<file path="config.mk">
export PLATFORM = sky130hd
export DESIGN_NAME = lzc_pipe
export DESIGN_NICKNAME = d
export VERILOG_FILES = /design/src/rtl/lzc_pipe.sv
export SDC_FILE = /design/constraint.sdc
export NUM_CORES = 1
export LEC_CHECK = 0
export BUFFER_PORTS_ARGS = -buffer_cell sky130_fd_sc_hd__buf_2
export CORE_ASPECT_RATIO = 0.9
export CORE_MARGIN = 2
export CORE_UTILIZATION = 58
export DETAILED_ROUTE_END_ITERATION = 8
export PLACE_DENSITY = 0.82
export SLEW_MARGIN = 0
export SYNTH_ARGS = -nofsm -noshare
export SYNTH_HDL_FRONTEND = slang
export SYNTH_SLANG_ARGS = --single-unit
</file>
<file path="constraint.sdc">
create_clock -name clk -period 1.9 [get_ports clk]
set_input_delay 0.285 -clock clk [delete_from_list [all_inputs] [get_ports clk]]
set_output_delay 0.285 -clock clk [all_outputs]
set_load 0.01 [all_outputs]
</file>
<file path="src/rtl/lzc_pipe.sv">
// rtl/lzc_pipe.sv - pipelined leading-zero counter with valid/ready flow control
// Pair-encode level then log2(WIDTH)-1 combine levels, one register stage per level.
module lzc_pipe #(
   parameter  int WIDTH = 32,
   localparam int LVL   = $clog2(WIDTH),
   localparam int CW    = LVL + 1
) (
   input  logic             clk,
   input  logic             rst_n,
   input  logic             in_valid,
   output logic             in_ready,
   input  logic [WIDTH-1:0] in_data,
   output logic             out_valid,
   input  logic             out_ready,
   output logic [CW-1:0]    out_count,
   output logic             out_zero
);

   logic adv;

   // The whole pipe moves together; an empty output slot never blocks.
   assign adv      = out_ready | ~out_valid;
   assign in_ready = adv;

   genvar k, i;
   for (k = 1; k <= LVL; k++) begin : g_lvl
      localparam int NF = WIDTH >> k;
      localparam int FW = k + 1;

      logic [NF*FW-1:0] d;
      logic [NF*FW-1:0] q;
      logic             vin;
      logic             v;

      if (k == 1) begin : g_enc
         assign vin = in_valid;
         for (i = 0; i < NF; i++) begin : g_pair
            assign d[2*i +: 2] = {~in_data[2*i+1] & ~in_data[2*i],
                                  ~in_data[2*i+1] &  in_data[2*i]};
         end
      end else begin : g_cmb
         assign vin = g_lvl[k-1].v;
         for (i = 0; i < NF; i++) begin : g_fld
            logic [k-1:0] l;
            logic [k-1:0] r;
            assign l = g_lvl[k-1].q[(2*i+1)*k +: k];
            assign r = g_lvl[k-1].q[(2*i)*k +: k];
            // Upper half all-zero means the count continues into the lower half.
            assign d[i*FW +: FW] = l[k-1] ? {l[k-1] & r[k-1], ~r[k-1], r[k-2:0]}
                                          : {1'b0, l};
         end
      end

      always_ff @(posedge clk or negedge rst_n) begin
         if (!rst_n) begin
            q <= '0;
            v <= 1'b0;
         end else if (adv) begin
            q <= d;
            v <= vin;
         end
      end
   end

   assign out_count = g_lvl[LVL].q;
   assign out_valid = g_lvl[LVL].v;
   assign out_zero  = out_count[CW-1];

endmodule
</file>
==> results.py <==
metrics = {
    "worst_setup_path": {
        "cp_slowest_cell": "dfrtp_1",
        "path_delay_family": "buffers and inverters",
        "crit_type": "reg2out",
        "startpoint": "out_valid",
        "crit_chain": "nor2b_1 -> bufinv_8 -> buf_16 -> buf_2",
        "critPathMaxFanout": 24,
        "r2r_start": "out_valid",
        "critPathLaunchType": "flip-flop",
        "path_buf_inv": 3,
        "cp-end-kind": "output port",
        "cp.depth": 4,
        "worst_r2r_path_depth": 4,
        "crit_end": "in_ready",
        "slowest_delay_ps": 390,
        "cp.required_ps": 1620,
        "cp_data_arrival_time_ps": 1480,
        "reg2reg_setup_slack_ps": 430,
        "reg2reg_to": "g_lvl[1].q[27]",
    },
    "power_and_ir_drop": {
        "p_int_mw": 4.268,
        "power_frac_comb_pct": 25.8,
        "p_sw_mw": 1.585,
        "clock_power_share_pct": 26.7,
        "power_frac_seq_pct": 47.5,
        "max-vdd-ir-drop_mv": 0.7418,
        "switching_share_pct": 27.08,
        "p_leak_nw": 2.343,
        "power_density_mw_per_mm2": 1219,
    },
    "synthesis": {
        "yosys.cell_types.count": 15,
        "syn_nets": 341,
        "synth_edf_count": 0,
        "synth_area_mm2": 0.004158,
        "synthFlopType": "dfrtp_1",
        "yosys_warnings": 0,
        "yosysSeqAreaShare_pct": 55.97,
        "synthTopCellsByCount": "dfrtp_1, mux2_2, nor2b_1",
        "synth_area_per_cell_um2": 13.63,
        "synth_top_area_share_pct": 55.97,
        "postSynth.asyncResetShare_pct": 100.0,
        "yosysMostFrequentCell": "dfrtp_1",
        "synth.ff_latch_count": 93,
        "synth_cells": 305,
        "synth_top_cell_by_area": "dfrtp_1",
        "synthTopCellsByArea": "dfrtp_1, mux2_2, mux2_4, nor2b_1, nand3b_1",
    },
    "grt": {
        "grt_pass1_wl_um": 11990,
        "antenna_found_initial": 0,
        "grt_util_all_layers_pct": 19.73,
        "grt_max_degree": 48,
        "grt.overflow.total": 0,
        "grt_pass1_vias": 2437,
    },
    "routing": {
        "drc": 0,
        "drtAntennaViolNets": 0,
        "dr.pass1.iters": 4,
        "routed_wl_um": 6983,
        "viasPerCell": 5.402,
        "via_count": 2447,
        "drt_iter0_drc": 129,
        "wl_per_cell_um": 15.42,
    },
    "timing": {
        "setup_viol": 0,
        "final.min_clock_period_ps": 1769,
        "relSlewSlack_pct": 68.56,
        "fin_skew_ps": 6.753,
        "fin_crit_sh_pct": 93.10,
        "rsz0062_at_grt": "no",
        "final_max_slew_viol_count": 0,
        "max_freq_mhz": 565.4,
        "hold_viol_final": 0,
        "tightest_slew_ps": 471.7,
        "tns_ps": 0,
    },
    "clock_network": {
        "numCtsBuffers": 9,
        "root_buffer": "clkbuf_8",
        "cts_max_level": 3,
        "path_clk_slew_ps": 90,
        "post_cts_buffers": 0,
        "clockBufferDepth": 2,
        "worstSkewPairLatency_ps": 360,
        "cts_tree": "done",
        "numClockSinks": 93,
    },
    "cells_and_area": {
        "antenna_cells": 0,
        "final_nets": 391,
        "multi_input_area_mm2": 0.001738,
        "seq_area_mm2": 0.002327,
        "area_growth_pct": 15.50,
        "final_util_pct": 68.57,
        "fillCellCount": 494,
        "drive_above_1_share_pct": 47.78,
    },
    "flow_run": {
        "maxCapViolations": 0,
    },
    "floorplanning": {
        "num_rows": 29,
        "fp.dieH_um": 84.32,
        "die_area_mm2": 0.007862,
        "start_util_pct": 59.37,
        "die_w_um": 93.25,
        "core_mm2": 0.007003,
        "boundaryPins": 45,
    },
    "placement": {
        "io_buffers": 44,
        "gp_congestion": 0.7178,
        "dp_hpwl_um": 4582,
    },
    "run_status": {
        "outcome": "complete, no violations",
    },
    "min_path": {
        "min_path_type": "in2reg",
    },
}
[timing repair]
item | in CTS | in global routing
endpoints found under the hold margin | 34 | 0
hold buffers | 1 | 0
endpoints found under the setup margin | 0 | 1
resized for setup | 0 | 2
[worst min-delay path by stage]
stage	from	endpoint	slack, ps	cells past startpoint
floorplan	rst_n	g_lvl[1].q[0]	-10	0
global placement	rst_n	g_lvl[1].q[6]	280	1
detailed placement	rst_n	g_lvl[1].q[6]	280	1
CTS	in_valid	g_lvl[1].v	150	2
global route	in_valid	g_lvl[1].v	160	2
finish	in_valid	g_lvl[1].v	170	2
[stage by stage]
stage          hold slack [ps]  power (mW)  instances  setup WS [ps]  area, µm²
6_report                 168.5       5.853        453          131.2       4802
3_5_place_dp             279.6       4.271        435          408.1       4499
3_3_place_gp             278.6       4.191        435          425.7       4499
5_1_grt                  159.6       6.172        453          71.38       4802
4_1_cts                  151.2       5.842        452          39.66       4757
2_1_floorplan           -10.59       3.842        305          352.8       4158
[kinds of logic after synthesis]
kind of cell,after synthesis,share of synthesized area [%]
buffers and inverters,15,2.226
muxes,103,29.52
DFF,93,55.97
and+or+nand+nor,79,10.47
AOI/OAI and AO/OA,15,1.806
[state kept, by name, indices dropped and copies added (netlist names)]
name       count
g_lvl.q       82
g_lvl.v        4
out_count      6
out_valid      1
[power by group through the flow]
stage | Combinational, mW | Sequential (mW) | Clock (mW)
after detailed placement | 1.45 | 2.82 | 0
after floorplan | 1.11 | 2.73 | 0
after CTS | 1.46 | 2.78 | 1.60
final | 1.51 | 2.78 | 1.56
after global routing | 1.63 | 2.85 | 1.69
after global placement | 1.40 | 2.79 | 0
[metal layers]
layer  global-route usage (%)  up-vias  wire [µm]
met5                        0        -          0
met4                    6.818        0         57
met3                    4.847        4        266
met2                    30.87       48       3454
met1                    27.23     1243       3205
li1                         -     1152          -
[area by class of cell]
class                   count  area share [%]
flip-flops and latches     93           48.46
clock buffers               9           2.579
inverters                   1          0.3648
well taps                  93           2.423
clock inverters             7           2.579
multi-input cells         197           36.19
repair buffers             53           7.400
[placed cells by master, fill, tap and decap left out, types with 2 or more instances in the layout]
master	instances
dfrtp_1	93
mux2_2	85
buf_2	43
nor2b_1	32
mux2_4	18
nor2_1	16
nand2_1	15
nand3b_1	15
o21ai_0	15
clkbuf_8	9
buf_4	5
bufinv_16	3
clkinv_4	3
buf_12	2
(Power assumes the default switching activity.)
